### config.mk
export PLATFORM = sky130hd
export DESIGN_NAME = scan_decoder
export DESIGN_NICKNAME = d
export VERILOG_FILES = /design/src/rtl/scan_decoder.sv
export SDC_FILE = /design/constraint.sdc
export NUM_CORES = 1
export LEC_CHECK = 0
export CAP_MARGIN = 10
export CORE_MARGIN = 2
export CORE_UTILIZATION = 38
export CTS_CLUSTER_DIAMETER = 120
export DETAILED_ROUTE_END_ITERATION = 10
export PLACE_DENSITY_LB_ADDON = 0.3
export REMOVE_ABC_BUFFERS = 1
export SYNTH_ARGS = -nofsm -noshare
export SYNTH_HDL_FRONTEND = slang
export SYNTH_SLANG_ARGS = --single-unit
### constraint.sdc
create_clock -name clk -period 3.1 [get_ports clk]
set_input_delay 0.465 -clock clk [delete_from_list [all_inputs] [get_ports clk]]
set_output_delay 0.465 -clock clk [all_outputs]
set_load 0.1 [all_outputs]
### src/rtl/scan_decoder.sv
// Registered N-to-2^N one-hot decoder with enable, plus auto-scan up/down
// with programmable dwell and a retriggerable one-shot pulse mode.
module scan_decoder #(
  parameter int N       = 2,
  parameter int DWELL_W = 4
) (
  input  logic                 clk,
  input  logic                 rst_n,
  input  logic                 en,
  input  logic [1:0]           mode,
  input  logic [N-1:0]         sel,
  input  logic                 load,
  input  logic [DWELL_W-1:0]   dwell,
  output logic [(1<<N)-1:0]    y,
  output logic [N-1:0]         idx,
  output logic                 wrap,
  output logic                 busy
);

  localparam int OUT_W = 1 << N;

  typedef enum logic [1:0] {
    MODE_DIRECT    = 2'b00,
    MODE_SCAN_UP   = 2'b01,
    MODE_SCAN_DOWN = 2'b10,
    MODE_PULSE     = 2'b11
  } mode_e;

  function automatic logic [OUT_W-1:0] onehot(input logic [N-1:0] v);
    logic [OUT_W-1:0] r;
    r    = '0;
    r[v] = 1'b1;
    return r;
  endfunction

  mode_e              mode_cur;
  mode_e              prev_mode;
  logic [DWELL_W-1:0] dwell_reg;
  logic [DWELL_W-1:0] cnt;

  logic [OUT_W-1:0]   y_n;
  logic [N-1:0]       idx_n;
  logic               wrap_n;
  logic               busy_n;
  logic [DWELL_W-1:0] dwell_n;
  logic [DWELL_W-1:0] cnt_n;

  logic               mode_chg;
  logic [DWELL_W-1:0] cnt_eff;
  logic               busy_eff;
  logic               step_due;

  assign mode_cur = mode_e'(mode);
  assign mode_chg = (mode_cur != prev_mode);

  // A mode change clears timing state before the new mode acts on this edge.
  assign cnt_eff  = mode_chg ? '0 : cnt;
  assign busy_eff = mode_chg ? 1'b0 : busy;
  // >= keeps cnt bounded even if dwell_reg was lowered while cnt was running.
  assign step_due = (cnt_eff >= dwell_reg);

  always_ff @(posedge clk) begin
    if (!rst_n) begin
      y         <= '0;
      idx       <= '0;
      wrap      <= 1'b0;
      busy      <= 1'b0;
      dwell_reg <= '0;
      cnt       <= '0;
      prev_mode <= MODE_DIRECT;
    end else begin
      y         <= y_n;
      idx       <= idx_n;
      wrap      <= wrap_n;
      busy      <= busy_n;
      dwell_reg <= dwell_n;
      cnt       <= cnt_n;
      prev_mode <= mode_cur;
    end
  end

  always_comb begin
    y_n     = y;
    idx_n   = idx;
    wrap_n  = 1'b0;
    busy_n  = 1'b0;
    dwell_n = dwell_reg;
    cnt_n   = '0;

    if (!en) begin
      y_n = '0;
    end else begin
      case (mode_cur)
        MODE_DIRECT: begin
          idx_n = sel;
          y_n   = onehot(sel);
          if (load) dwell_n = dwell;
        end

        MODE_SCAN_UP, MODE_SCAN_DOWN: begin
          if (load) begin
            idx_n   = sel;
            dwell_n = dwell;
          end else if (step_due) begin
            if (mode_cur == MODE_SCAN_UP) begin
              idx_n  = idx + 1'b1;
              wrap_n = (idx == {N{1'b1}});
            end else begin
              idx_n  = idx - 1'b1;
              wrap_n = (idx == {N{1'b0}});
            end
          end else begin
            cnt_n = cnt_eff + 1'b1;
          end
          // y follows the index that is being registered this edge.
          y_n = onehot(idx_n);
        end

        MODE_PULSE: begin
          if (load) begin
            idx_n   = sel;
            dwell_n = dwell;
            y_n     = onehot(sel);
            busy_n  = 1'b1;
          end else if (busy_eff && !step_due) begin
            cnt_n  = cnt_eff + 1'b1;
            busy_n = 1'b1;
            y_n    = onehot(idx);
          end else begin
            y_n = '0;
          end
        end

        default: begin
          y_n = '0;
        end
      endcase
    end
  end

endmodule

==> flow_summary.json, run 1 <==
{
  "numPortBuffers": 19,
  "core_area_sq_um": 3050,
  "grtUsageTotal": 0.178,
  "dp_cells": 200,
  "ctsHtreeMaxLevel": 1,
  "grt_pass1_wl_microns": 4890,
  "async_reset_ff_frac": 0,
  "placed_cell_area_sq_um": 1430,
  "synth_warnings": 0,
  "vias": 1110,
  "slew_violations": 0,
  "dp_hpwl_microns": 2200,
  "holdWs_ps": 520,
  "synth_largest_area_cell": "dfxtp_1",
  "cp-end-kind": "flip-flop",
  "avgViaCountPerCell": 5.44,
  "initial_utilization": 0.402,
  "tightest_slew_ps": 507,
  "globalplace.congestion": 0.851,
  "grt_pass1_vias": 1094,
  "tritoncts": "yes",
  "setup_ws_ps": 336,
  "antenna_found_initial": 0,
  "cts_buffers": 3,
  "cts.path.max_buffers": 2,
  "post-route-period-util": 0.892,
  "final-instance-count-excl-fill": 204,
  "synth.area.top_cells": "dfxtp_1 29%, ha_1 10%, nor2_1 4.6%",
  "hold_violations": 0,
  "nets": 183,
  "fmax_mhz": 362,
  "synth-seq-cells": 18,
  "p_per_area_nw_per_um2": 391,
  "synth_ff_type": "dfxtp_1",
  "drt_iter0_drc": 109,
  "die-area_sq_um": 3700,
  "slew_headroom": 0.660,
  "cts_hold_buf": 0,
  "clkTransAtPathRegs_ps": 110,
  "critical_path_class": "in2reg",
  "postCtsSetupBuffers": 0,
  "antenna_cells": 0,
  "dr.pass1.iters": 4,
  "netlist_area_sq_um": 1230,
  "cts_root_buf": "clkbuf_4",
  "ys_top_cells_by_count": "18 x dfxtp_1, 15 x nor2_1, 10 x ha_1, 10 x inv_1, 10 x nand2_1",
  "syn_area_per_cell_sq_um": 8.70,
  "yosysTopAreaCellShare": 0.294,
  "synthToLayoutAreaGrowth_pct": 19.3,
  "wire_per_inst_microns": 14.0,
  "required_ps": 3350,
  "cts.sink_count": 18,
  "status": "completed",
  "min_path_type": "reg2reg",
  "drv_cap": 0,
  "synth_edf_count": 0,
  "power_mw": 0.572,
  "synth_most_common_cell": "dfxtp_1",
  "layout-drive-gt1-share": 0.131,
  "ys_seq_area_frac": 0.294,
  "wl_microns": 2850,
  "clk_latency_ps": 300,
  "arrival_ps": 3020,
  "grt.overflow.total": 0,
  "rsz0062_at_grt": "false",
  "synth_cell_type_count": 45,
  "die_w_microns": 60.8,
  "skew_ps": 3.59,
  "post-route-util": 0.479,
  "crit_path_start_kind": "input port",
  "die_y_microns": 60.8,
  "crit_fanout": 5,
  "cts_resized": 0,
  "max-vdd-ir-drop_mv": 0.252,
  "layout_min_cycle_time_ps": 2760,
  "leakage_nw": 0.628,
  "drc": 0,
  "finalSetupViolCount": 0,
  "grt_max_degree": 15,
  "pre_cts_ws_ps": 74.2,
  "nFillCells": 315,
  "row_count": 20,
  "ant_nets": 0,
  "synth_cells": 141,
  "ios": 20,
  "tns_ps": 0,
  "final_area_sq_um": 1460
}
worst max-delay path, cell delays in order:
cell and delay, ps:
clkdlybuf4s50_1 500, xnor2_2 250, and2_1 210, nand2_1 90, ha_1 300, or3b_1 400
a211oi_1 320, a211oi_2 110, a21boi_0 230, o21a_1 130
routing by layer:
layer / global-route usage / part of all wire
met5: 0 / 0
met1: 0.222 / 0.45
met3: 0.0490 / 0.052
met4: 0.0466 / 0.012
met2: 0.304 / 0.49
worst paths after layout:
kind | start | depth (start not counted) | slack [ps] | to
worst max-delay path | mode[1] | 10 | 340 | y[3]
worst min-delay path | dwell_reg[3] | 2 | 520 | dwell_reg[3]
worst max register to register | prev_mode[1] | 9 | 690 | y[3]
worst min register to register | dwell_reg[3] | 2 | 520 | dwell_reg[3]
logic make-up after synthesis:
family / Yosys count / share of synthesized area
and+or+nand+nor: 59 / 0.261
AOI/OAI and AO/OA: 30 / 0.204
DFF: 18 / 0.294
buffers and inverters: 14 / 0.0510
adders and majority gates: 10 / 0.102
xor gates and xnor gates: 6 / 0.0551
muxes: 4 / 0.0327
cells in the final DEF (no fill, tap or decap), types with 2 or more instances in the layout:
cell             instances
dfxtp_1                 18
nor2_1                  15
clkdlybuf4s50_1         11
nand2_1                 10
inv_1                   10
ha_1                    10
nand3_1                  9
buf_4                    8
and3_1                   6
xnor2_1                  4
nand2b_1                 4
mux2i_1                  4
and2_1                   3
a31oi_1                  3
o211ai_1                 3
a21oi_1                  3
clkbuf_4                 3
xnor2_2                  2
nor2b_1                  2
nor4_1                   2
a32oi_1                  2
nor3_1                   2
o41ai_1                  2
o2111a_1                 2
cell type report:
type / count / area (sq um) / area share
clock buffers: 4 / 36.3 / 0.0248
inverters: 10 / 37.5 / 0.0257
multi-input cells: 109 / 803 / 0.549
flip-flops and latches: 18 / 360 / 0.246
well taps: 44 / 55.1 / 0.0376
repair buffers: 19 / 170 / 0.116
power by group:
part           internal [mW]  switching (mW)  leakage (nW)
logic                 0.0599           0.110         0.460
registers              0.241          0.0105         0.147
clock network         0.0716          0.0778        0.0210
total                  0.373           0.199         0.628
Note: power is estimated with default switching activity, not from simulation.
==> run 2: changes to the inputs <==
- SKIP_LAST_GASP: not set -> 1
==> results of run 2 <==
Same layout as run 1: the final DEF is identical, and so are final timing and power.
==> variant: new RTL, settings of run 1 <==
Reset style: asynchronous (`rst_n`), changed in one clocked block.
--- a/src/rtl/scan_decoder.sv
+++ b/src/rtl/scan_decoder.sv
@@ -59,7 +59,7 @@
   // >= keeps cnt bounded even if dwell_reg was lowered while cnt was running.
   assign step_due = (cnt_eff >= dwell_reg);
 
-  always_ff @(posedge clk) begin
+  always_ff @(posedge clk or negedge rst_n) begin
     if (!rst_n) begin
       y         <= '0;
       idx       <= '0;
Behaviour: differs if rst_n is asserted again (counterexample within 4 cycles, from zero or initial values and one cycle with rst_n low); with rst_n held inactive, the same outputs for 10 cycles.
==> variant against run 1 <==
Cell area shrank 1.9%. Clock power barely moved. Non-clock buffer count rose by 3. Count of clock-buffer cells in the layout unchanged. Sequential cell count unchanged. Power rose by 16%. Fmax rose by 0.23%. Final cell count shrank 13%. Highest routed layer unchanged. Worst setup slack gained 0.0062 ns. First-iteration DRC count down 78%. Critical path type unchanged. Synthesized area down 3.7%. Wire length decreased by 6.6%. Critical path depth unchanged. Largest power group unchanged.
==> variant: results (changes against run 1) <==
* Status: finished clean (unchanged)
* Synth cell types at 42 (was 45)
* GP Congestion at 0.835 (was 0.851)
* Ys async rst share at 1.00 (was 0)
* Reg-to-reg slack, setup at 0.54 ns (was 0.69 ns)
* Clock buffer depth at 2 (unchanged)
* Vias in the first global route at 1007 (was 1094)
* Hpwl dp at 2090 um (was 2200 um)
* Vias per cell at 5.60 (was 5.44)
* Rel. slew slack at 0.461 (was 0.660)
* Worst Clk Skew at 0.00406 ns (was 0.00359 ns)
* Top post-synthesis cells by area: dfrtp_1 38%, ha_1 9.5%, mux2_2 4.8% (was dfxtp_1 29%, ha_1 10%, nor2_1 4.6%)
* FF-to-FF End: y[1] (was y[3])
* Antenna violations before repair at 0 (unchanged)
* Hold path startpoint: dwell_reg[1] (was dwell_reg[3])
* CP Max Fanout at 4 (was 5)
* Max stage delay on crit path at 0.54 ns (was 0.50 ns)
* Tot GR Track Use at 0.171 (was 0.178)
* RR Startpoint: prev_mode[1] (unchanged)
* Post-synth EDFFs at 0 (unchanged)
* Clock transition at path regs at 0.11 ns (about the same)
* Share of layout cells above drive strength 1 at 0.172 (was 0.131)
* Post-Route WL at 2670 um (was 2850 um)
* First-pass GRT wire length at 4520 um (was 4890 um)
* CP max stage cell: or4_1 (was clkdlybuf4s50_1)
* Crit path DAT at 2.98 ns (was 3.02 ns)
* Htree depth at 1 (unchanged)
* Most frequent cells after synthesis: 18 x dfrtp_1, 9 x ha_1, 9 x inv_1 (was 18 x dfxtp_1, 15 x nor2_1, 10 x ha_1, 10 x inv_1, 10 x nand2_1)
* Sequential area share after synthesis at 0.381 (was 0.294)
* Static leakage at 0.677 nW (was 0.628 nW)
## variant: cell count changes after synthesis, moves of 5 or more
cell	before	now
dfrtp_1	0	18
dfxtp_1	18	0
mux2_2	0	5
nor2_1	15	7
## variant: power by group
part | internal, mW | switching (mW)
clock | 0.0717 | 0.0775
sequential | 0.254 | 0.0213
combinational | 0.0840 | 0.154
## variant: how the worst max path moves through the flow
stage | from | end | slack [ns] | cells after the start
after global placement | mode[0] | y[1] | 0.12 | 10
after detailed placement | mode[1] | y[1] | 0.04 | 10
after CTS | mode[1] | y[1] | 0.35 | 10
final | mode[0] | y[1] | 0.34 | 10
after global routing | mode[1] | y[1] | 0.19 | 10
after floorplan | mode[0] | y[1] | 0.61 | 9
## variant: layer usage
metal,vias up,GRT usage,share of wire
met5,-,0,0
met4,0,0.0825,0.024
met3,8,0.0281,0.029
met2,18,0.283,0.49
met1,475,0.215,0.45
li1,495,-,-
## variant: stage by stage
stage	worst slack (ns)	total power [mW]	area, sq um	util	cells
final	0.342	0.663	1440	0.478	178
after global routing	0.189	0.705	1440	0.478	178
after CTS	0.349	0.669	1440	0.478	178
after detailed placement	0.0405	0.518	1400	0.466	174
after global placement	0.120	0.513	1400	0.466	174
after floorplan	0.607	0.445	1160	-	119
## variant: worst max-delay path, delay by kind of cell
kind                     cells  cell delay [ns]
AO/OA/AOI/OAI                2             0.25
XOR/XNOR                     1             0.24
adder cells (fa/ha/maj)      1             0.30
buffers and inverters        1             0.44
AND/OR/NAND/NOR              5             1.30
## variant: cell type report
| class | instances | area (sq um) |
|---|---|---|
| Clock buffer | 4 | 36.3 |
| Fill cell | 300 | 1570 |
| Inverter | 9 | 33.8 |
| Multi-Input combinational cell | 92 | 681 |
| Sequential cell | 18 | 450 |
| Tap cell | 33 | 41.3 |
| Timing Repair Buffer | 22 | 193 |
## variant: cell families after synthesis
logic type,count (synthesis),synth area share
buffers and inverters,13,0.0424
AND/OR/NAND/NOR,46,0.220
adder cells (fa/ha/maj),9,0.0953
flip-flops,18,0.381
AO/OA/AOI/OAI,27,0.176
XOR/XNOR,5,0.0371
multiplexers,5,0.0477
